==> src/rtl/i2s_pkg.sv <==
// Shared frame timing constants and FSM encodings for the microphone array
// frame scheduler.
package i2s_pkg;

  localparam int FRAME_BITS    = 64;
  localparam int BIT_W         = $clog2(FRAME_BITS);
  localparam logic [BIT_W-1:0] HALF_BITS = BIT_W'(32);
  localparam logic [BIT_W-1:0] SNAP_BIT  = BIT_W'(63);
  localparam int DEF_DATAWIDTH = 24;

  typedef enum logic {
    GEN_IDLE = 1'b0,
    GEN_RUN  = 1'b1
  } gen_state_t;

  typedef enum logic {
    RD_IDLE = 1'b0,
    RD_SEND = 1'b1
  } rd_state_t;

endpackage

==> src/rtl/i2s_ws_gen.sv <==
// Frame generator: 64-bit frame counter, word select and the end-of-frame
// snapshot strobe. Stopping is only honoured at the frame boundary.
module i2s_ws_gen
  import i2s_pkg::*;
(
  input  logic clk_mic,
  input  logic rst_mic_n,
  input  logic i_enable,
  output logic o_ws,
  output logic o_snap,
  output logic o_busy
);

  gen_state_t       r_state, w_state_nxt;
  logic [BIT_W-1:0] r_bit_cnt, w_bit_cnt_nxt;
  logic             r_ws;

  always_comb begin
    w_state_nxt   = r_state;
    w_bit_cnt_nxt = '0;
    case (r_state)
      GEN_IDLE: if (i_enable) w_state_nxt = GEN_RUN;
      GEN_RUN: begin
        // Counter wraps 63 -> 0 by natural overflow of the 6-bit field.
        w_bit_cnt_nxt = r_bit_cnt + BIT_W'(1);
        if (r_bit_cnt == SNAP_BIT && !i_enable) w_state_nxt = GEN_IDLE;
      end
      default: w_state_nxt = GEN_IDLE;
    endcase
  end

  always_ff @(posedge clk_mic or negedge rst_mic_n) begin
    if (!rst_mic_n) begin
      r_state   <= GEN_IDLE;
      r_bit_cnt <= '0;
      r_ws      <= 1'b0;
    end else begin
      r_state   <= w_state_nxt;
      r_bit_cnt <= w_bit_cnt_nxt;
      // WS follows the upcoming bit position so it is high for bits 0..31.
      r_ws      <= (w_state_nxt == GEN_RUN) && (w_bit_cnt_nxt < HALF_BITS);
    end
  end

  assign o_ws   = r_ws;
  assign o_busy = (r_state == GEN_RUN);
  assign o_snap = (r_state == GEN_RUN) && (r_bit_cnt == SNAP_BIT);

endmodule

==> src/rtl/i2s_array_ctrl.sv <==
// Microphone array frame scheduler: snapshots every decoder's L/R sample at the
// end of each frame and streams the channels out round-robin on valid/ready.
module i2s_array_ctrl
  import i2s_pkg::*;
#(
  parameter int NUM_DEC   = 4,
  parameter int DATAWIDTH = DEF_DATAWIDTH,
  parameter int CHW       = 3
)(
  input  logic                           clk_mic,
  input  logic                           rst_mic_n,
  input  logic                           enable,
  input  logic [NUM_DEC*DATAWIDTH-1:0]   dec_l_data,
  input  logic [NUM_DEC*DATAWIDTH-1:0]   dec_r_data,
  output logic                           ws_o,
  output logic                           m_valid,
  input  logic                           m_ready,
  output logic [DATAWIDTH-1:0]           m_data,
  output logic [CHW-1:0]                 m_chan,
  output logic                           m_last,
  output logic [15:0]                    frame_cnt,
  output logic                           overrun,
  output logic                           busy
);

  localparam int NCH = 2 * NUM_DEC;
  localparam logic [CHW-1:0] LAST_CH = CHW'(NCH - 1);

  logic                        w_snap;
  logic                        w_take;
  logic                        w_accept;
  logic [CHW-1:0]              w_ch_nxt;
  rd_state_t                   r_rd_state, w_rd_state_nxt;
  logic signed [DATAWIDTH-1:0] r_buf [NCH];
  logic signed [DATAWIDTH-1:0] r_m_data;
  logic                        r_m_valid;
  logic                        r_m_last;
  logic [CHW-1:0]              r_ch;
  logic [15:0]                 r_frame_cnt;
  logic                        r_overrun;

  i2s_ws_gen u_ws_gen (
    .clk_mic   (clk_mic),
    .rst_mic_n (rst_mic_n),
    .i_enable  (enable),
    .o_ws      (ws_o),
    .o_snap    (w_snap),
    .o_busy    (busy)
  );

  assign w_take   = w_snap && (r_rd_state == RD_IDLE);
  assign w_accept = r_m_valid && m_ready;
  assign w_ch_nxt = r_ch + CHW'(1);

  always_comb begin
    w_rd_state_nxt = r_rd_state;
    case (r_rd_state)
      RD_IDLE: if (w_take) w_rd_state_nxt = RD_SEND;
      RD_SEND: if (w_accept && r_ch == LAST_CH) w_rd_state_nxt = RD_IDLE;
      default: w_rd_state_nxt = RD_IDLE;
    endcase
  end

  // Holding buffer is only ever read while RD_SEND, so it needs no reset.
  always_ff @(posedge clk_mic) begin
    if (w_take) begin
      for (int k = 0; k < NUM_DEC; k++) begin
        r_buf[2*k]   <= dec_l_data[k*DATAWIDTH +: DATAWIDTH];
        r_buf[2*k+1] <= dec_r_data[k*DATAWIDTH +: DATAWIDTH];
      end
    end
  end

  always_ff @(posedge clk_mic or negedge rst_mic_n) begin
    if (!rst_mic_n) begin
      r_rd_state  <= RD_IDLE;
      r_m_valid   <= 1'b0;
      r_m_data    <= '0;
      r_ch        <= '0;
      r_m_last    <= 1'b0;
      r_frame_cnt <= '0;
      r_overrun   <= 1'b0;
    end else begin
      r_rd_state <= w_rd_state_nxt;
      if (w_snap) begin
        r_frame_cnt <= r_frame_cnt + 16'd1;
        if (r_rd_state == RD_SEND) r_overrun <= 1'b1;
      end
      // Channel 0 is loaded straight from the decoders as the buffer fills.
      if (w_take) begin
        r_m_valid <= 1'b1;
        r_ch      <= '0;
        r_m_data  <= dec_l_data[0 +: DATAWIDTH];
        r_m_last  <= 1'b0;
      end else if (w_accept) begin
        if (r_ch == LAST_CH) begin
          r_m_valid <= 1'b0;
          r_m_last  <= 1'b0;
        end else begin
          r_ch     <= w_ch_nxt;
          r_m_data <= r_buf[w_ch_nxt];
          r_m_last <= (w_ch_nxt == LAST_CH);
        end
      end
    end
  end

  assign m_valid   = r_m_valid;
  assign m_data    = r_m_data;
  assign m_chan    = r_ch;
  assign m_last    = r_m_last;
  assign frame_cnt = r_frame_cnt;
  assign overrun   = r_overrun;

endmodule

==> config.mk <==
export PLATFORM = sky130hd
export DESIGN_NAME = i2s_array_ctrl
export DESIGN_NICKNAME = d
export VERILOG_FILES = /design/src/rtl/i2s_pkg.sv /design/src/rtl/i2s_ws_gen.sv /design/src/rtl/i2s_array_ctrl.sv
export SDC_FILE = /design/constraint.sdc
export NUM_CORES = 1
export LEC_CHECK = 0
export ABC_CLOCK_PERIOD_IN_PS = 5400
export BUFFER_PORTS_ARGS = -buffer_cell sky130_fd_sc_hd__buf_2
export CAP_MARGIN = 40
export CELL_PAD_IN_SITES_DETAIL_PLACEMENT = 2
export CELL_PAD_IN_SITES_GLOBAL_PLACEMENT = 2
export CORE_UTILIZATION = 30
export CTS_CLUSTER_DIAMETER = 150
export CTS_CLUSTER_SIZE = 24
export DETAILED_ROUTE_END_ITERATION = 10
export PLACE_DENSITY_LB_ADDON = 0.1
export SKIP_LAST_GASP = 1
export SYNTH_ARGS = -nofsm -noshare
export SYNTH_HDL_FRONTEND = slang
export SYNTH_SLANG_ARGS = --single-unit
==> constraint.sdc <==
create_clock -name clk_mic -period 5.4 [get_ports clk_mic]
set_input_delay 1.08 -clock clk_mic [delete_from_list [all_inputs] [get_ports clk_mic]]
set_output_delay 1.08 -clock clk_mic [all_outputs]
set_load 0.02 [all_outputs]
=== After elaboration in Yosys (flattened, before gate mapping) ===
Memory sizes are Yosys's and may differ from the RTL's.
Index checks and enable logic that the tools add are counted.

* Memories kept: 1
* RAM bits: 192
* Word-level logic and storage cells: 53
* Register bits after elaboration: 55
* Output and inout bits: 48
* Bits of input ports: 196

{| class="wikitable"
|+ Memory list
! name !! words !! width !! read ports !! clocked after Yosys merged registers in !! wr ports !! line !! source
|-
| r_buf || 8 || 24 || 1 || 0 || 8 || i2s_array_ctrl.sv:34 || <nowiki>logic signed [DATAWIDTH-1:0] r_buf [NCH];</nowiki>
|}

* Add/sub/neg operators: 3
* $lt $le $gt $ge: 1
* Equality and inequality tests: 4
* Bitwise gates (word level): 2
* Multiplexer cells: 20
* Reductions and logical operators: 12

{| class="wikitable"
|+ Operators by type and width
! cell !! count
|-
| $mux W24 || 3
|-
| $add A16 B1 Y16 const B || 1
|-
| $mux W1 || 11
|-
| $mux W3 || 3
|-
| $add A6 B1 Y6 const B || 1
|-
| $eq A3 B3 Y1 const B || 2
|-
| $eq A6 B6 Y1 const B || 1
|-
| $logic_and A1 B1 Y1 || 6
|-
| $lt A6 B6 Y1 const B || 1
|-
| $mux W6 || 1
|-
| $reduce_and A2 Y1 || 3
|-
| $pmux W1 S2 || 2
|-
| $reduce_bool A2 Y1 || 2
|-
| $add A3 B1 Y3 const B || 1
|-
| $ne A2 B2 Y1 const B || 1
|-
| $not A1 Y1 || 2
|-
| $logic_not A1 Y1 || 1
|}

=== Longest topological paths before layout ===
* Depth after elaboration: 5
* Depth in mapped cells: 9
* Depth with buffers taken out: 6

=== By module ===
Synthesis repeated with hierarchy kept, for this count alone.

* Cells, all modules: 518
* Area, all modules: 9623.0 µm²

{| class="wikitable"
|+ Modules (own cells, without submodules)
! module !! area each (µm²) !! instances !! cells an instance !! sequential area each (µm²)
|-
| i2s_array_ctrl || 9282.7 || 1 || 488 || 6941.7
|-
| i2s_ws_gen || 340.3 || 1 || 30 || 200.2
|}

=== Least setup slack after synthesis ===
OpenSTA, ideal clock, no wires.

* Path type: register to register
* From: register u_ws_gen.r_bit_cnt[0]
* To: memory r_buf[0][0] (netlist name), enable pin
* Arrival time: 2.585 ns
* Period minus slack after synthesis: 3.004 ns
* Buffers on the path: 2
* Cell stages (with the launch flop): 7
* Path slack: 2.396 ns
* Data required time: 4.980 ns
* Setup time: 0.420 ns
* Path through: dfrtp_1 > ha_1 > nand2_1 > or3_1 > buf_6 > clkinv_2 > buf_4

{| class="wikitable"
|+ RTL lines
! what !! line !! source
|-
| from (decl) || i2s_ws_gen.sv:15 || <nowiki>logic [BIT_W-1:0] r_bit_cnt, w_bit_cnt_nxt;</nowiki>
|-
| from (signal assigned) || i2s_ws_gen.sv:39 || <nowiki>r_bit_cnt <= w_bit_cnt_nxt;</nowiki>
|-
| to (decl) || i2s_array_ctrl.sv:34 ||
|}

==> qor.csv <==
metric,value,unit
cts_tree,yes,
n_fill_cell,3196,
grt_pass1_wl,39.6,mm
synth_area_leaders,"edfxtp_1, dfrtp_1, mux4_2",
required,5540,ps
ys_seq_elements,247,
skew,20.5,ps
ir_drop,0.000202,V
core,31700,um^2
die_w,182,um
period_minus_slack,3150,ps
ys_warn_count,0,
numPortBuffers,243,
status,completed,
synth_top_area_share,59.4,%
netlist.top_cell.by_area,edfxtp_1,
end_kind,flop,
synthSimpleGateAreaFrac,5.33,%
syn_nets,734,
tightest_slew,840,ps
ys.flop_type,edfxtp_1,
met2_length,13.3,mm
grt_use_total,16.0,%
finalCoreUtilization,37.3,%
postCtsHoldBufs,0,
path_clk_slew,100,ps
critPathMaxStageDelay,480,ps
overflow,0,
clock-root-buffer,clkbuf_16,
rsz0062_at_grt,false,
wirelength_met1,10.2,mm
ys_seq_area_share,73.6,%
drcViolationCount,0,
synth_top_family_by_area,multiplexers,
cts_setup_buffers,0,
hold_viol_final,0,
critPathSlowestCell,buf_16,
finalNetCount,977,
fin_tns_setup,0,ps
drt_first_pass_iters,4,
drive_above_1_share,43.6,%
ctsResizeCount,0,
row_count,65,
cp_common_cell,buf_4,
finalWirelength,26.0,mm
crit_arrival,3290,ps
clock.fmax,0.317,GHz
start_util,30.6,%
cts.sinks,247,
async_reset_ff_share,22.3,%
synthCells,533,
worstSkewPairLatency,490,ps
drtIter0Drc,277,
routabilityCongestion,0.715,
highest_layer,met5,
synth_adder_area_share,0.645,%
power.leakage,4.37,nW
yosysMostFrequentCell,edfxtp_1,
critical_path.top_delay_family,buffers and inverters,
maxCapViolations,0,
ant_nets,0,
cts.path.max_buffers,3,
slew_headroom,43.5,%
crit_path_start_kind,flop,
h-tree-depth,1,
synth_common_cells,"edfxtp_1, dfrtp_1, mux4_2",
syn_area,9700,um^2
area_growth,22.0,%
path_cells,"ha_1, nand2_1, or3_1, buf_4, inv_8, buf_16, buf_4",
die_y,182,um
vias,5669,
grt_pass1_vias,6608,
grt_max_degree,121,
routed_via_density,4.75,
synth_compound_area_share,5.56,%
drv_slew,0,
setup_viol,0,
path_class,flop to flop,
synth-xor-area-share,1.63,%
muxShareOfSynthArea,11.3,%
finalCritPeriodShare,58.4,%
critPathMaxFanout,120,
synth_edf_count,192,
yosysUniqueCellTypes,39,
antenna_found_initial,13,
numCtsBuffers,14,
met3_wirelength,2.03,mm
power.density,436,nW/um^2
worstPathBufferInverterCount,4,
routedWlPerCell,21.8,um
hpwlAfterDp,18.3,mm
ios,244,
die-area,33100,um^2
holdCritPathClass,flop to flop,
synth_area_per_cell,18.2,um^2
==> worst reg2reg max path: cells and delay by family (launching register included) <==
kind          cells  cell delay (ps)
fa+ha+maj         1              220
buf+inv           4             1610
simple gates      2              580
flops             1              390
==> registers in the layout, indices dropped and copies added (netlist names) <==
name / cells
frame_cnt: 16
m_chan: 3
m_data: 24
m_last: 1
m_valid: 1
overrun: 1
r_buf: 192
r_rd_state: 1
u_ws_gen.o_busy: 1
u_ws_gen.o_ws: 1
u_ws_gen.r_bit_cnt: 6
==> worst paths after layout <==
kind | start | end | slack (ps) | cells past startpoint
max | u_ws_gen.r_bit_cnt[0]$_DFF_PN0_ | r_buf[7][21]$_DFFE_PP_ | 2250 | 7
min | frame_cnt[15]$_DFFE_PN0N_ | frame_cnt[15]$_DFFE_PN0N_ | 470 | 1
max reg2reg | u_ws_gen.r_bit_cnt[0]$_DFF_PN0_ | r_buf[7][21]$_DFFE_PP_ | 2250 | 7
min reg2reg | frame_cnt[15]$_DFFE_PN0N_ | frame_cnt[15]$_DFFE_PN0N_ | 470 | 1
max in group asynchronous | rst_mic_n | m_chan[0]$_DFFE_PN0P_ | 4030 | 2
min in group asynchronous | rst_mic_n | m_data[4]$_DFFE_PN0P_ | 760 | 2
==> layout by cell type, fill, tap and decap left out, types with 2 or more instances in the layout <==
cell type	count
ha_1	3
clkbuf_16	15
clkbuf_1	8
o21ai_1	24
nand4_1	3
edfxtp_1	192
a211oi_1	10
ha_2	2
nand2_1	41
nand3_1	9
xor2_1	7
inv_1	2
dfrtp_1	54
or3_1	2
xnor2_1	11
nor2_1	11
diode_2	7
buf_4	9
buf_2	243
a21oi_1	4
o21ai_0	25
nor2b_1	25
nor3_1	2
a211oi_2	14
and4_1	2
mux4_2	48
==> power by group <==
part	switching, W	internal (W)
Combinational	0.000945	0.000760
Sequential	0.000124	0.00217
Clock	0.000628	0.000532
Total	0.00170	0.00346
==> cell families after synthesis <==
group           Yosys count
fa+ha+maj                 5
simple gates            103
xor+xnor                 18
mux                      49
flops                   247
buf+inv                  31
compound gates           80
==> routing by layer <==
layer	vias to the layer above	track usage, %
li1	2564	-
met1	2899	19.0
met2	160	28.1
met3	34	5.05
met4	12	3.66
met5	-	0
==> final cells by class <==
type	count	area [um^2]	area share, %
multi-input combinational	255	2380	20.1
sequential	247	7150	60.4
timing repair buffer	255	1350	11.4
tap	402	503	4.25
antenna	7	17.5	0.148
clock inverter	1	20.0	0.169
clock buffer	23	405	3.43
inverter	3	18.8	0.159
==> through the flow <==
step	setup WS [ps]	instances	power, W	area, um^2	hold WS [ps]
CTS	2110	1186	0.00529	11800	481
global route	1970	1189	0.00547	11800	503
global placement	1980	1159	0.00403	11300	447
floorplan	2400	533	0.00350	9700	433
finish	2250	1193	0.00516	11800	469
detailed placement	2170	1162	0.00410	11400	466
(Power assumes the default switching activity.)
